==> config.mk <==
export PLATFORM = sky130hd
export DESIGN_NAME = notch_cfg_ctrl
export DESIGN_NICKNAME = d
export VERILOG_FILES = /design/src/rtl/notch_cfg_pkg.sv /design/src/rtl/notch_cfg_div.sv /design/src/rtl/notch_cfg_ctrl.sv
export SDC_FILE = /design/constraint.sdc
export NUM_CORES = 1
export LEC_CHECK = 0
export ABC_AREA = 1
export BUFFER_PORTS_ARGS = -buffer_cell sky130_fd_sc_hd__buf_2
export CAP_MARGIN = 40
export CORE_ASPECT_RATIO = 0.9
export CORE_UTILIZATION = 60
export DETAILED_ROUTE_END_ITERATION = 10
export GPL_TIMING_DRIVEN = 0
export PLACE_DENSITY = 0.93
export SLEW_MARGIN = 20
export SYNTH_ARGS = -nofsm -noshare
export SYNTH_HDL_FRONTEND = slang
export SYNTH_SLANG_ARGS = --single-unit
==> constraint.sdc <==
create_clock -name CLK -period 4.5 [get_ports CLK]
set_input_delay 0.225 -clock CLK [delete_from_list [all_inputs] [get_ports CLK]]
set_output_delay 0.225 -clock CLK [all_outputs]
set_load 0.02 [all_outputs]
==> src/rtl/notch_cfg_pkg.sv <==
// Purpose : shared constants for the notch filter configuration controller.
// Latency : n/a (constants only).
// Backpressure: n/a.
package notch_cfg_pkg;

  // Register byte offsets (all word aligned).
  localparam int OFF_CTRL   = 'h00;
  localparam int OFF_DIV    = 'h04;
  localparam int OFF_B0     = 'h08;
  localparam int OFF_B1     = 'h0C;
  localparam int OFF_B2     = 'h10;
  localparam int OFF_A1     = 'h14;
  localparam int OFF_A2     = 'h18;
  localparam int OFF_STATUS = 'h1C;

  // CTRL bit indices.
  localparam int CTRL_ENABLE = 0;
  localparam int CTRL_BYPASS = 1;
  localparam int CTRL_COMMIT = 2;

  // STATUS field positions.
  localparam int STAT_PENDING = 0;
  localparam int STAT_CNT_LSB = 8;
  localparam int STAT_CNT_W   = 8;

  // Coefficient field order: entry 0 (b0) sits in the MSBs of the packed
  // filter_coeff bus, entry NUM_COEFF-1 (a2) in the LSBs.
  localparam int NUM_COEFF = 5;
  localparam int COEFF_OFF [NUM_COEFF] = '{OFF_B0, OFF_B1, OFF_B2, OFF_A1, OFF_A2};

endpackage

==> src/rtl/notch_cfg_div.sv <==
// Purpose : sample-rate divider; counts 0..div and strobes en when count==div.
// Latency : en is combinational from the count register; clr takes effect at the next edge.
// Backpressure: none.
// Ports: CLK/rst_n clock and async active-low reset; enable gates counting
//        (count held at 0 when low); div terminal count; clr restarts count at 0;
//        en one-cycle sample strobe.
module notch_cfg_div
  import notch_cfg_pkg::*;
#(
  parameter int DIV_W = 8
) (
  input  logic             CLK,
  input  logic             rst_n,
  input  logic             enable,
  input  logic [DIV_W-1:0] div,
  input  logic             clr,
  output logic             en
);

  logic [DIV_W-1:0] cnt;

  // div==0 gives a strobe on every enabled cycle.
  assign en = enable & (cnt == div);

  always_ff @(posedge CLK or negedge rst_n) begin
    if (!rst_n) begin
      cnt <= '0;
    end else if (clr || !enable || en) begin
      cnt <= '0;
    end else begin
      cnt <= cnt + DIV_W'(1);
    end
  end

endmodule

==> src/rtl/notch_cfg_ctrl.sv <==
// Purpose : APB config slave for one IIR notch filter; shadow/active coefficient banks,
//           atomic commit on a sample boundary, sample strobe divider and bypass control.
// Latency : writes land on the completing APB edge; reads/PSLVERR combinational in access phase.
// Backpressure: none, PREADY tied high (zero wait states).
// Ports: CLK/rst_n clock and async active-low reset; PSEL..PSLVERR APB slave;
//        filter_coeff active {b0,b1,b2,a1,a2} b0 in MSBs; EN sample strobe; bypass filter bypass.
module notch_cfg_ctrl
  import notch_cfg_pkg::*;
#(
  parameter int WIDTH  = 16,
  parameter int DIV_W  = 8,
  parameter int ADDR_W = 5
) (
  input  logic                       CLK,
  input  logic                       rst_n,
  input  logic                       PSEL,
  input  logic                       PENABLE,
  input  logic                       PWRITE,
  input  logic [ADDR_W-1:0]          PADDR,
  input  logic [31:0]                PWDATA,
  output logic [31:0]                PRDATA,
  output logic                       PREADY,
  output logic                       PSLVERR,
  output logic [NUM_COEFF*WIDTH-1:0] filter_coeff,
  output logic                       EN,
  output logic                       bypass
);

  logic                  enable_q;
  logic                  bypass_q;
  logic [DIV_W-1:0]      div_q;
  logic [WIDTH-1:0]      shadow [NUM_COEFF];
  logic [WIDTH-1:0]      active [NUM_COEFF];
  logic                  commit_pending;
  logic [STAT_CNT_W-1:0] commit_cnt;

  logic                  access;
  logic                  misaligned;
  logic                  sel_ctrl;
  logic                  sel_div;
  logic                  sel_status;
  logic [NUM_COEFF-1:0]  coef_sel;
  logic                  wr;
  logic                  div_en;
  logic                  commit_apply;
  logic                  unused_pwdata;

  assign PREADY        = 1'b1;
  assign unused_pwdata = ^PWDATA[31:WIDTH];

  // ---------------- APB decode ----------------
  assign access     = PSEL & PENABLE;
  assign misaligned = |PADDR[1:0];
  assign sel_ctrl   = (PADDR == ADDR_W'(OFF_CTRL));
  assign sel_div    = (PADDR == ADDR_W'(OFF_DIV));
  assign sel_status = (PADDR == ADDR_W'(OFF_STATUS));

  always_comb begin
    coef_sel = '0;
    for (int i = 0; i < NUM_COEFF; i++) begin
      coef_sel[i] = (PADDR == ADDR_W'(COEFF_OFF[i]));
    end
  end

  // Only writes can fault; shadow writes are refused while a commit is in
  // flight so the bank being copied cannot change underneath it.
  assign PSLVERR = access & PWRITE &
                   (misaligned | sel_status | ((|coef_sel) & commit_pending));
  assign wr      = access & PWRITE & ~PSLVERR;

  // ---------------- read mux ----------------
  always_comb begin
    PRDATA = '0;
    if (access && !PWRITE) begin
      if (sel_ctrl) begin
        PRDATA[CTRL_ENABLE] = enable_q;
        PRDATA[CTRL_BYPASS] = bypass_q;
      end
      if (sel_div) begin
        PRDATA[DIV_W-1:0] = div_q;
      end
      if (sel_status) begin
        PRDATA[STAT_PENDING]                  = commit_pending;
        PRDATA[STAT_CNT_LSB +: STAT_CNT_W]    = commit_cnt;
      end
      for (int i = 0; i < NUM_COEFF; i++) begin
        if (coef_sel[i]) begin
          PRDATA = {{(32-WIDTH){shadow[i][WIDTH-1]}}, shadow[i]};
        end
      end
    end
  end

  // ---------------- divider ----------------
  notch_cfg_div #(
    .DIV_W (DIV_W)
  ) u_div (
    .CLK    (CLK),
    .rst_n  (rst_n),
    .enable (enable_q),
    .div    (div_q),
    .clr    (wr & sel_div),
    .en     (div_en)
  );

  assign EN = div_en;

  // A pending commit lands on the edge that closes an EN cycle, so the filter
  // uses the new set from its next sample on. With the divider stopped there is
  // no sample boundary to wait for, so it lands on the next edge.
  assign commit_apply = commit_pending & (div_en | ~enable_q);

  // ---------------- register state ----------------
  always_ff @(posedge CLK or negedge rst_n) begin
    if (!rst_n) begin
      enable_q       <= 1'b0;
      bypass_q       <= 1'b1;
      div_q          <= '0;
      commit_pending <= 1'b0;
      commit_cnt     <= '0;
      for (int i = 0; i < NUM_COEFF; i++) begin
        shadow[i] <= '0;
        active[i] <= '0;
      end
    end else begin
      if (wr && sel_ctrl) begin
        enable_q <= PWDATA[CTRL_ENABLE];
        bypass_q <= PWDATA[CTRL_BYPASS];
      end
      if (wr && sel_div) begin
        div_q <= PWDATA[DIV_W-1:0];
      end
      for (int i = 0; i < NUM_COEFF; i++) begin
        if (wr && coef_sel[i]) begin
          shadow[i] <= PWDATA[WIDTH-1:0];
        end
      end
      // A commit request while one is already pending is absorbed silently.
      if (commit_apply) begin
        active         <= shadow;
        commit_pending <= 1'b0;
        commit_cnt     <= commit_cnt + STAT_CNT_W'(1);
      end else if (wr && sel_ctrl && PWDATA[CTRL_COMMIT]) begin
        commit_pending <= 1'b1;
      end
    end
  end

  assign bypass = bypass_q;

  always_comb begin
    filter_coeff = '0;
    for (int i = 0; i < NUM_COEFF; i++) begin
      filter_coeff[(NUM_COEFF-1-i)*WIDTH +: WIDTH] = active[i];
    end
  end

endmodule
Word level (Yosys, flattened, before mapping):

Index checks and enable logic that the tools add are counted.

* add/sub/neg operators: 2
* equal/unequal tests: 8
* muxes and demuxes: 13
* bitwise gates (word level): 13
* reduce and logical (&&, ||, !) cells: 17

Operators by type and width (count)
* $mux W32: 6
* $mux W8: 3
* $eq A5 B5 Y1 const B: 4
* $add A8 B1 Y8 const B: 2
* $eq A5 B4 Y1 const B: 2
* $logic_and A1 B1 Y1: 9
* $and A1 B1 Y1: 8
* $eq A8 B8 Y1: 1
* $eq A5 B3 Y1 const B: 1
* $logic_not A5 Y1: 1
* $reduce_or A5 Y1: 1
* $mux W1: 3
* $or A1 B1 Y1: 3
* $logic_not A1 Y1: 2
* $logic_or A1 B1 Y1: 2
* $mux W2: 1
* $not A1 Y1: 2
* $reduce_bool A2 Y1: 1
* $reduce_or A2 Y1: 1

* bits in registers: 187
* bits of input ports: 42

Longest topological paths before layout:

* word-level depth: 11
* gate-level depth with buffers: 10

Modules after synthesis:

A second synthesis with hierarchy kept.

* cell total of the unflattened synthesis: 944
* area total of the unflattened synthesis: 8202.9 µm²

By module, submodules not included
* notch_cfg_ctrl: times used 1, cells each 865, area each 7656.1 µm², seq. area each 4480.5 µm²
* notch_cfg_div: times used 1, cells each 79, area each 546.8 µm², seq. area each 200.2 µm²

Worst setup path before layout:

No wires, ideal clock.

* path kind: in2out
* from: in PADDR[1]
* to: out PRDATA[17]
* data arrival time: 2.203 ns
* required time: 4.275 ns
* setup slack: 2.072 ns
* cell stages on the path: 10
* path buffers: 3
* path through: nor2_2 > buf_6 > nand3_1 > clkinv_1 > buf_2 > nand2_1 > nand2_1 > inv_1 > a21oi_1 > buf_4

* word-level cells in the longest chain between the ends: 7
* elaborated cells on any way between the ends: 11
* those cells by class: eq/ne (5); mux (6)

Ends and longest elaborated chain
* from (decl): line notch_cfg_ctrl.sv:19 `input logic [ADDR_W-1:0] PADDR,`
* $eq A5 B4 Y1: line notch_cfg_ctrl.sv:61 `coef_sel[i] = (PADDR == ADDR_W'(COEFF_OFF[i]));`
* $mux W32 (4 in series): line notch_cfg_ctrl.sv:87 `if (coef_sel[i]) begin`
* $mux W32 (*): line notch_cfg_ctrl.sv:87
* $mux W32 (*): line notch_cfg_ctrl.sv:74 `if (access && !PWRITE) begin`
* to (decl): line notch_cfg_ctrl.sv:21 `output logic [31:0] PRDATA,`

Mark *: on every way between the ends. The rest lies on a longest branch, timed or not.

Final worst setup path:

* from: in PADDR[1]
* to: out PRDATA[29]

The elaborated chain is that of the path after synthesis.

==> impl_metrics.yaml <==
timing:
  slew_violations: 0
  setup_viol: 0
  relSlewSlack: 0.622
  fin_skew_ns: 0.0102
  clock.fmax_mhz: 379
  worstMarginPinSlew_ns: 0.565
  hold_violations: 0
  finalSetupTns_ns: 0
  rsz0062_at_grt: "false"
  fin_ws_ns: 1.86
  min_period_over_period: 0.586
  post-route-min-period_ns: 2.64
power_and_ir_drop:
  clkPwrFrac: 0.416
  ir_drop_uv: 265
  p_seq_frac: 0.522
  power_frac_comb: 0.062
  p_int_mw: 2.56
  p_per_area_nw_per_um2: 335
  p_leak_nw: 5.54
  power_mw: 3.36
  p_sw_mw: 0.797
  swShare: 0.237
final_layout:
  fin_util: 0.738
  final_area_um2: 10000
  nNetsFinal: 1199
  syn_to_final_growth_pct: 18.4
  antenna_cells: 0
  drive_gt1_frac: 0.201
route:
  drcViolationCount: 0
  via_per_inst: 5.79
  route.met3.wl_um: 2590
  vias: 7850
  wl_per_cell_um: 17.5
  ant_nets: 0
  wl_met1_um: 9400
  wirelength_um: 23700
  dr_wl_met2_um: 10500
  route.top_layer_used: "met4"
  drt-pass1-iter-count: 6
  drtIter0Drc: 1134
placement:
  io_buffers: 139
  hpwl_um: 16700
  gp_congestion: 0.933
  post-place-ws_ns: 1.97
  placed_cell_area_um2: 9460
die:
  pin_count: 158
  die_x_um: 127
  die_h_um: 115
  rows: 40
  die_area_um2: 14600
  start_util: 0.624
  core_um2: 13600
setup_path:
  path_max_fanout: 13
  start_kind: "primary input"
  r2r_start: "u_div.cnt[1]"
  crit_arrival_ns: 2.41
  critPathCaptureType: "output port"
  worstRegToRegCells: 9
  cp_data_required_time_ns: 4.28
  r2r-end: "filter_coeff[74]"
  regToRegSetupSlack_ns: 2.19
  worstSetupPathType: "in2out"
clock_network:
  cts_tree: "built"
  cts_buffer_depth: 2
  clk_pin_slew_worst_paths_ns: 0.07
  cts.sinks: 187
  cts_buffers: 17
  cts_root_buffer: "clkbuf_16"
  clk_latency_ns: 0.43
  htree_num_levels: 4
flow_run:
  maxCapViolCount: 0
synthesis:
  yosys_warnings: 0
  syn_area_per_cell_um2: 8.53
  synth_commonest_cells: "nand2_1, dfrtp_1, nand3_1, o21ai_1, nor2_1"
  synth_edf_count: 0
  synth_top_area_share: 0.550
  synth_cells: 992
  synth-seq-area-share: 0.553
  ys_ff_latch: 187
  yosysTopAreaCell: "dfrtp_1"
  synth_cell_types: 37
  netlist_area_um2: 8460
  synth-main-ff-cell: "dfrtp_1"
  syn_nets: 1036
  netlist_top_cells_area: "dfrtp_1, nand2_1, nand3_1"
  synth_most_common_cell: "nand2_1"
  synth-async-reset-ratio: 1.00
worst_hold_path:
  hold_depth: 3
  min_path_type: "in2reg"
  min_from: "PWDATA[15]"
  hold_end: "shadow[15]"
grt:
  grt_antenna_before_repair: 0
  grt_pass1_vias: 7456
  grt_max_degree: 72
  globalRouteOverflowTotal: 0
  grt_pass1_wl_um: 38000
  grtUsageTotal: 0.347
outcome:
  outcome: "complete, no violations"
==> layout make-up <==
cell class	instances	area (um2)
clock inverter	7	68.8
timing repair buffer	144	783
tap	189	236
buffer	70	443
multi-input combinational	692	3170
fill	942	3550
inverter	43	161
clock buffer	23	468
sequential	187	4680
==> layout by cell type, fill, tap and decap left out, types with 7 or more instances in the layout <==
cell type	count
a211oi_1	7
inv_1	41
nand2_1	368
xor2_1	16
nand3_1	108
o21ai_0	19
clkbuf_1	24
o21ai_1	83
clkbuf_16	17
dfrtp_1	186
buf_6	11
nor2_1	44
buf_4	22
buf_2	154
==> critical path: stages <==
cell and delay [ns]:
buf_2 0.10, nor2_2 0.18, nand2_1 0.15, nor2_1 0.46, nand2_1 0.13, nand3_1 0.09
o21ai_0 0.14, a21oi_1 0.39, buf_4 0.26, buf_4 0.12, buf_2 0.15
==> repair_timing <==
item                                   4_1_cts  5_1_grt
setup buffers                                0        0
resized for setup                            0        0
hold buffers                                 1        0
endpoints found under the hold margin       54        0
==> cells by family after synthesis <==
family / synth area share
AND/OR/NAND/NOR: 0.270
flip-flops: 0.553
AO/OA/AOI/OAI: 0.0830
buffers and inverters: 0.0715
XOR/XNOR: 0.0186
adder cells (fa/ha/maj): 0.00296
other: 0.000443
==> registers in the layout, summed over array words and instances (netlist names) <==
register / count
bypass: 1
commit_cnt: 8
commit_pending: 1
div_q: 8
enable_q: 1
filter_coeff: 80
shadow: 80
u_div.cnt: 8
==> power groups by stage <==
| stage | clock (mW) | combinational [mW] | sequential, mW |
|---|---|---|---|
| finish | 1.40 | 0.208 | 1.75 |
| global route | 1.46 | 0.230 | 1.75 |
| CTS | 1.39 | 0.205 | 1.75 |
| detailed placement | 0 | 0.201 | 1.78 |
| global placement | 0 | 0.189 | 1.78 |
| floorplan | 0 | 0.0936 | 1.78 |
==> worst max path at each step <==
stage,from,end,slack (ns),cells after the start
2_1_floorplan,PADDR[1],PRDATA[17],2.07,10
3_3_place_gp,rst_n,filter_coeff[49],0.41,1
3_5_place_dp,PENABLE,PRDATA[29],1.97,8
4_1_cts,PENABLE,PRDATA[29],1.96,8
5_1_grt,PADDR[3],PRDATA[19],1.73,12
6_report,PADDR[1],PRDATA[29],1.86,11
==> metal layers <==
| layer | GRT usage | vias up |
|---|---|---|
| met1 | 0.462 | 3638 |
| met5 | 0 | - |
| met2 | 0.529 | 562 |
| met4 | 0.191 | 0 |
| li1 | - | 3536 |
| met3 | 0.0864 | 114 |
==> through the flow <==
| stage | std cells | hold slack [ns] |
|---|---|---|
| final | 1355 | 0.164 |
| after detailed placement | 1323 | 0.174 |
| after global routing | 1355 | 0.192 |
| after global placement | 1320 | 0.451 |
| after floorplan | 992 | -0.0706 |
| after CTS | 1354 | 0.160 |
(Power assumes the default switching activity.)
